===== config.mk =====
export PLATFORM = sky130hd
export DESIGN_NAME = r4k_muldiv_unit
export DESIGN_NICKNAME = d
export VERILOG_FILES = /design/src/rtl/r4k_pkg.sv /design/src/rtl/r4k_div_iter.sv /design/src/rtl/r4k_muldiv_unit.sv
export SDC_FILE = /design/constraint.sdc
export NUM_CORES = 2
export LEC_CHECK = 0
export CAP_MARGIN = 20
export CELL_PAD_IN_SITES_DETAIL_PLACEMENT = 0
export CELL_PAD_IN_SITES_GLOBAL_PLACEMENT = 2
export CORE_MARGIN = 4
export CORE_UTILIZATION = 34
export CTS_BUF_LIST = sky130_fd_sc_hd__clkbuf_4
export CTS_CLUSTER_SIZE = 10
export DETAILED_ROUTE_END_ITERATION = 8
export HOLD_SLACK_MARGIN = 0.05
export PLACE_DENSITY_LB_ADDON = 0.1
export SLEW_MARGIN = 20
export SYNTH_ARGS = -nofsm -noshare
export SYNTH_HDL_FRONTEND = slang
export SYNTH_SLANG_ARGS = --single-unit

===== constraint.sdc =====
create_clock -name clk -period 19.03 [get_ports clk]
set_clock_uncertainty 0.05 [all_clocks]
set_input_delay 3.806 -clock clk [delete_from_list [all_inputs] [get_ports clk]]
set_output_delay 3.806 -clock clk [all_outputs]
set_load 0.01 [all_outputs]

===== src/rtl/r4k_pkg.sv =====
// Shared types and helpers for the r4k HI/LO multiply/divide unit.
package r4k_pkg;

  // Widest XLEN the sign-extension helper can serve; callers cast down to their own width.
  localparam int MAX_XLEN = 128;

  typedef enum logic [2:0] {
    OP_MULT  = 3'd0,
    OP_MULTU = 3'd1,
    OP_DIV   = 3'd2,
    OP_DIVU  = 3'd3,
    OP_MTHI  = 3'd4,
    OP_MTLO  = 3'd5
  } muldiv_op_e;

  typedef enum logic [1:0] {
    IDLE = 2'd0,
    MUL  = 2'd1,
    DIV  = 2'd2,
    FIX  = 2'd3
  } muldiv_state_e;

  function automatic logic [MAX_XLEN-1:0] sext32(input logic [31:0] v);
    return {{(MAX_XLEN-32){v[31]}}, v};
  endfunction

endpackage


===== src/rtl/r4k_div_iter.sv =====
// Restoring unsigned divider datapath: one quotient bit per step, XLEN steps per divide.
module r4k_div_iter
  import r4k_pkg::*;
#(
  parameter int XLEN = 64
) (
  input  logic            clk,
  input  logic            reset,
  input  logic            start,
  input  logic            step,
  input  logic [XLEN-1:0] dividend,
  input  logic [XLEN-1:0] divisor,
  output logic [XLEN-1:0] quotient,
  output logic [XLEN-1:0] remainder,
  output logic            busy
);

  localparam int CW = $clog2(XLEN) + 1;

  logic [XLEN-1:0] dvsr;
  logic [CW-1:0]   left;
  logic [XLEN:0]   trial;

  // Subtract the divisor from the partial remainder with the next dividend bit shifted in; top bit is the borrow.
  always_comb begin
    trial = {remainder, quotient[XLEN-1]} - {1'b0, dvsr};
  end

  assign busy = (left != '0);

  // Load operands on start, then retire one quotient bit per step, restoring the remainder on borrow.
  always_ff @(posedge clk or posedge reset) begin
    if (reset) begin
      quotient  <= '0;
      remainder <= '0;
      dvsr      <= '0;
      left      <= '0;
    end else if (start) begin
      quotient  <= dividend;
      remainder <= '0;
      dvsr      <= divisor;
      left      <= CW'(XLEN);
    end else if (step && busy) begin
      if (!trial[XLEN]) begin
        remainder <= trial[XLEN-1:0];
        quotient  <= {quotient[XLEN-2:0], 1'b1};
      end else begin
        remainder <= {remainder[XLEN-2:0], quotient[XLEN-1]};
        quotient  <= {quotient[XLEN-2:0], 1'b0};
      end
      left <= left - CW'(1);
    end
  end

endmodule


===== src/rtl/r4k_muldiv_unit.sv =====
// Multi-cycle HI/LO multiply/divide unit: shift-add multiplier, restoring divider, sign fix-up, kill abort.
module r4k_muldiv_unit
  import r4k_pkg::*;
#(
  parameter int              XLEN     = 64,
  parameter int              MUL_BITS = 4,
  parameter logic [XLEN-1:0] START_HI = '0,
  parameter logic [XLEN-1:0] START_LO = '0
) (
  input  logic            clk,
  input  logic            reset,
  input  logic            start_valid,
  output logic            start_ready,
  input  logic [2:0]      op,
  input  logic            op_word,
  input  logic            kill,
  input  logic [XLEN-1:0] rs_value,
  input  logic [XLEN-1:0] rt_value,
  output logic [XLEN-1:0] hi_out,
  output logic [XLEN-1:0] lo_out,
  output logic            busy,
  output logic            done
);

  localparam int CW = $clog2(XLEN) + 1;

  muldiv_state_e state, state_next;

  logic [CW-1:0]          cnt;
  logic [XLEN-1:0]        opa;
  logic [2*XLEN-1:0]      acc;
  logic                   sa, sb, word_r, div_r, bzero_r, mt_done;

  logic                   accept, is_signed, is_mul_op, is_div_op, is_mt_op;
  logic [XLEN-1:0]        a_ext, b_ext, a_abs, b_abs;
  logic                   a_neg, b_neg;

  logic [XLEN+MUL_BITS-1:0] partial, upper;
  logic [2*XLEN-1:0]      mul_next, prod;

  logic [XLEN-1:0]        div_quo, div_rem, quo_s, rem_s, a_val;
  logic                   div_busy, div_step;
  logic [XLEN-1:0]        fix_hi, fix_lo;

  function automatic logic [XLEN-1:0] sx(input logic [31:0] v);
    return XLEN'(sext32(v));
  endfunction

  function automatic logic [XLEN-1:0] zx(input logic [31:0] v);
    return XLEN'(v);
  endfunction

  // Decode the request and prepare operand magnitudes plus sign flags for the signed ops.
  always_comb begin
    is_mul_op = (op == OP_MULT) || (op == OP_MULTU);
    is_div_op = (op == OP_DIV)  || (op == OP_DIVU);
    is_mt_op  = (op == OP_MTHI) || (op == OP_MTLO);
    is_signed = (op == OP_MULT) || (op == OP_DIV);
    accept    = start_valid && start_ready && !kill && (op <= 3'd5);
    a_ext     = rs_value;
    b_ext     = rt_value;
    if (op_word) begin
      a_ext = is_signed ? sx(rs_value[31:0]) : zx(rs_value[31:0]);
      b_ext = is_signed ? sx(rt_value[31:0]) : zx(rt_value[31:0]);
    end
    a_neg = is_signed && a_ext[XLEN-1];
    b_neg = is_signed && b_ext[XLEN-1];
    a_abs = a_neg ? -a_ext : a_ext;
    b_abs = b_neg ? -b_ext : b_ext;
  end

  // One multiplier step: add MUL_BITS shifted copies of the multiplicand into the upper half, then shift right.
  always_comb begin
    partial = '0;
    for (int i = 0; i < MUL_BITS; i++) begin
      if (acc[i]) begin
        partial = partial + ({{MUL_BITS{1'b0}}, opa} << i);
      end
    end
    upper    = {{MUL_BITS{1'b0}}, acc[2*XLEN-1:XLEN]} + partial;
    mul_next = {upper, acc[XLEN-1:MUL_BITS]};
  end

  assign div_step = (state == DIV) && !kill && !bzero_r && div_busy;

  r4k_div_iter #(
    .XLEN (XLEN)
  ) u_div (
    .clk       (clk),
    .reset     (reset),
    .start     (accept && is_div_op),
    .step      (div_step),
    .dividend  (a_abs),
    .divisor   (b_abs),
    .quotient  (div_quo),
    .remainder (div_rem),
    .busy      (div_busy)
  );

  // Apply result signs and map product/quotient/remainder onto HI/LO for the current width mode.
  always_comb begin
    prod  = (sa ^ sb) ? -acc : acc;
    quo_s = (sa ^ sb) ? -div_quo : div_quo;
    rem_s = sa ? -div_rem : div_rem;
    a_val = sa ? -opa : opa;
    if (!div_r) begin
      fix_hi = word_r ? sx(prod[63:32]) : prod[2*XLEN-1:XLEN];
      fix_lo = word_r ? sx(prod[31:0])  : prod[XLEN-1:0];
    end else if (bzero_r) begin
      fix_hi = word_r ? sx(a_val[31:0]) : a_val;
      fix_lo = '1;
    end else begin
      fix_hi = word_r ? sx(rem_s[31:0]) : rem_s;
      fix_lo = word_r ? sx(quo_s[31:0]) : quo_s;
    end
  end

  // State register.
  always_ff @(posedge clk or posedge reset) begin
    if (reset) begin
      state <= IDLE;
    end else begin
      state <= state_next;
    end
  end

  // Next state and handshake outputs; kill drops any in-flight op and suppresses its done.
  always_comb begin
    state_next  = state;
    start_ready = (state == IDLE);
    busy        = (state != IDLE);
    done        = mt_done || ((state == FIX) && !kill);
    case (state)
      IDLE: begin
        if (accept && is_mul_op) begin
          state_next = MUL;
        end else if (accept && is_div_op) begin
          state_next = DIV;
        end
      end
      MUL: begin
        if (kill) begin
          state_next = IDLE;
        end else if (cnt == CW'(1)) begin
          state_next = FIX;
        end
      end
      DIV: begin
        if (kill) begin
          state_next = IDLE;
        end else if (bzero_r || (cnt == CW'(1))) begin
          state_next = FIX;
        end
      end
      FIX: begin
        state_next = IDLE;
      end
      default: begin
        state_next = IDLE;
      end
    endcase
  end

  // Operand latching, multiplier accumulation, iteration count and architectural HI/LO updates.
  always_ff @(posedge clk or posedge reset) begin
    if (reset) begin
      hi_out  <= START_HI;
      lo_out  <= START_LO;
      mt_done <= 1'b0;
      cnt     <= '0;
      opa     <= '0;
      acc     <= '0;
      sa      <= 1'b0;
      sb      <= 1'b0;
      word_r  <= 1'b0;
      div_r   <= 1'b0;
      bzero_r <= 1'b0;
    end else begin
      mt_done <= accept && is_mt_op;
      if (accept) begin
        if (op == OP_MTHI) begin
          hi_out <= rs_value;
        end
        if (op == OP_MTLO) begin
          lo_out <= rs_value;
        end
        sa      <= a_neg;
        sb      <= b_neg;
        word_r  <= op_word;
        div_r   <= is_div_op;
        bzero_r <= (b_abs == '0);
        opa     <= a_abs;
        acc     <= {{XLEN{1'b0}}, b_abs};
        cnt     <= is_div_op ? CW'(XLEN) : CW'(XLEN / MUL_BITS);
      end
      if ((state == MUL) && !kill) begin
        acc <= mul_next;
        cnt <= cnt - CW'(1);
      end
      if ((state == DIV) && !kill) begin
        cnt <= cnt - CW'(1);
      end
      if ((state == FIX) && !kill) begin
        hi_out <= fix_hi;
        lo_out <= fix_lo;
      end
    end
  end

endmodule


==> metrics.md <==
| Metric | Value |
|---|---|
| Status | `completed` |
| Max-slew violation count | `0` |
| Met3 usage | `approximately 3.1%` |
| Syn nets | `approximately 8,000` |
| Port Buf Inserts | `between 200 and 300` |
| Number of synthesized flops with an enable pin | `0` |
| R2R depth | `48` |
| Post-layout minimum cycle time | `around 13,000 ps` |
| YS warnings | `0` |
| Commonest non-fill, non-tap cells in the layout | `975 x nand2_1, 708 x o21ai_0, 696 x a21oi_1, 602 x nor2_1, 526 x dfrtp_1` |
| CP Launch Type | `flop` |
| Remaining antenna violation count | `0` |
| RSZ-0062 raised after global routing | `false` |
| Met1 GRT Util | `between 40% and 50%` |
| Post-synth top flop | `dfrtp_1` |
| PostCTS Resize Cnt | `0` |
| Initial antenna violation count | `8` |
| Leak Pwr | `roughly 27 nW` |
| Most used cell, CP | `o21ai_0` |
| Fillers | `17,676` |
| Clock tree root driver cell | `clkbuf_4` |
| PD cells | `between 200 and 250 nW/um^2` |
| Hold Path Class | `reg2reg` |
| Crit Path Max Fanout | `67` |
| Crit end category | `flop` |
| Postcts setup bufs | `0` |
| Least-Margin Pin Slew | `1120 ps` |
| Share of synthesized registers carrying an async set or reset | `100%` |
| Core ar. | `between 150,000 and 200,000 sq um` |
| Worst skew pair latency | `1210 ps` |
| Register area share after synthesis | `between 20% and 30%` |
| Gr ovfl total | `0` |
| CP required | `between 20,000 and 25,000 ps` |
| Post-place setup slack | `about 6300 ps` |
| Most used routing layer | `met2` |
| Share of layout cells above drive strength 1 | `under 10%` |
| I/O pin count | `between 200 and 300` |
| Sink Count | `around 530` |
| Worst VDD drop | `0.142 mV` |
| GR Util All Layers | `between 20% and 30%` |
| Number of H-tree levels | `4` |
| Vias in the first global route | `56,311` |
| Final net count | `around 8,000` |
| End of the critical path | `acc[127]` |
| Initial core utilization | `about a third` |
| GR Util met2 | `a little under half` |
| CP peak stage delay | `around 730 ps` |
| Critical R2R Launch | `acc[0]` |
| Top cell type's share of synthesized area | `a little under a quarter` |
| Fmax | `0.0776 GHz` |
| Hpwl dp | `~200,000 microns` |
| Max-Cap Viols | `0` |
| Area Overhead vs Synth | `12.0%` |
| First DRT Iteration DRCs | `4,959` |
| Setup ws final | `6140 ps` |
| Router iterations before antenna repair | `6` |
| CTS Hold Bufs | `0` |
| CTS tree | `built` |
| Post-Route WL | `roughly 260,000 microns` |
| Drc violations | `0` |
| R2R Path End | `acc[127]` |
| R2R setup slack | `roughly 6000 ps` |
| CTS buffer count | `163` |
| Slowest-stage cell, CP | `dfrtp_4` |
| Post-Synthesis Cells | `~7,600` |
| Die Y | `415 microns` |
| Crit path from | `acc[0]` |
| FP Rows | `about 150` |
| Critical Path AT | `13,880 ps` |
| Synthesized area per cell | `between 7 and 8 sq um` |
| Clock buffer depth | `3` |
| Gp weighted congestion | `around 0.94` |
| Area contributors post-synth | `dfrtp_1 24%, ha_1 7.3%, xnor2_1 6.7%` |
| Die ar. | `~170,000 sq um` |
| Die width | `about 420 microns` |
| Routed via count | `around 59,000` |
| Max-slew headroom | `roughly a quarter` |
| Final setup vio count | `0` |
| Critical path type | `reg2reg` |
| Synthesized area | `56,400 sq um` |
| Number of synthesized register bits | `around 530` |
| Vias per cell | `5.90` |
| Most common cell after layout, fill and taps aside | `nand2_1` |
| Final setup TNS | `0 ps` |
| Area leader, netlist | `dfrtp_1` |
| First-pass GRT wire length | `386,000 microns` |
| Final Hold Viols | `0` |
| Final Cycle Share | `67.7%` |
| Largest net degree at the start of global routing | `93` |
| Clock slew at reported path FFs | `approximately 60 ps` |
| Routed WL per cell | `~26 microns` |
| Overall power | `approximately 14 mW` |
| Yosys cell types | `between 90 and 100` |
[worst max-delay path, delay by kind of cell, from the launching register on]
family          cells  cell delay [ps]
simple gates       11             2830
buf+inv             2              710
flops               1              730
fa+ha+maj           4             1550
compound gates     25             5680
xor+xnor            4              530
mux                 2              590
[per-stage QoR]
step | instance area (sq um) | util (%) | instances | hold slack (ps)
4_1_cts | 63100 | 38.3 | 9970 | 435
3_3_place_gp | 61100 | 37.1 | 9699 | 413
2_1_floorplan | 56400 | - | 7595 | 400
3_5_place_dp | 61100 | 37.1 | 9699 | 420
5_1_grt | 63100 | 38.3 | 9972 | 451
6_report | 63100 | 38.3 | 9980 | 431
[state kept, by name, summed over array words and instances, names as in the netlist]
| signal | flops |
|---|---|
| word_r | 1 |
| u_div.remainder | 64 |
| mt_done | 1 |
| state | 2 |
| u_div.left | 7 |
| div_r | 1 |
| lo_out | 64 |
| sa | 1 |
| u_div.quotient | 64 |
| sb | 1 |
| u_div.dvsr | 64 |
| opa | 64 |
| cnt | 7 |
| acc | 128 |
| hi_out | 64 |
| bzero_r | 1 |
[layer usage]
layer	wire length [microns]	up-vias
li1	-	27812
met1	120000	28676
met2	118000	1966
met3	13800	384
met4	10300	0
met5	0	-
[area by class of cell]
cell class                      instances  area [sq um]  share of cell area (%)
Multi-Input combinational cell       6370         40600                    64.3
Sequential cell                       534         13400                    21.2
Timing Repair Buffer                  377          3510                    5.56
Tap cell                             2189          2740                    4.34
Clock buffer                          220          1650                    2.62
Inverter                              230           871                    1.38
Clock inverter                         51           322                   0.510
Antenna cell                            9          22.5                  0.0357
[logic make-up (layout without fill, tap and decap cells)]
| group | count (synthesis) | after routing | synth area share (%) |
|---|---|---|---|
| AND/OR/NAND/NOR | 2593 | 2593 | 21.5 |
| AO/OA/AOI/OAI | 2515 | 2515 | 27.6 |
| XOR/XNOR | 731 | 731 | 11.4 |
| buffers and inverters | 691 | 878 | 4.61 |
| flip-flops | 534 | 534 | 23.7 |
| adder cells (fa/ha/maj) | 335 | 335 | 7.49 |
| multiplexers | 196 | 196 | 3.69 |
| other | 0 | 9 | 0 |
[Yosys cell counts, drive strengths merged, types with 104 or more instances]
cell type / n
a31oi: 118
dfrtp: 534
inv: 227
ha: 328
nand2: 977
a21oi: 700
nor3: 137
o21ai: 713
xor2: 302
a211oi: 104
xnor2: 429
mux2i: 112
a21o: 198
nor2: 607
nand3: 210
clkbuf: 397
[worst min path at each step]
stage	to	from	slack, ps	cells after the start
floorplan	u_div.dvsr[10]	u_div.dvsr[10]	400	2
global placement	u_div.dvsr[35]	u_div.dvsr[35]	410	2
detailed placement	u_div.dvsr[20]	u_div.dvsr[20]	420	2
CTS	u_div.dvsr[32]	u_div.dvsr[32]	430	2
global route	u_div.dvsr[10]	u_div.dvsr[10]	450	2
finish	u_div.dvsr[47]	u_div.dvsr[47]	430	2
[power breakdown]
part / internal [mW] / total [mW] / switching [mW] / leakage (nW)
clock network: 0.586 / 1.18 / 0.593 / 1.16
logic: 4.01 / 10.5 / 6.49 / 19.0
registers: 1.63 / 2.59 / 0.961 / 6.74
total: 6.23 / 14.3 / 8.05 / 26.9
Note: power is estimated with default switching activity, not from simulation.
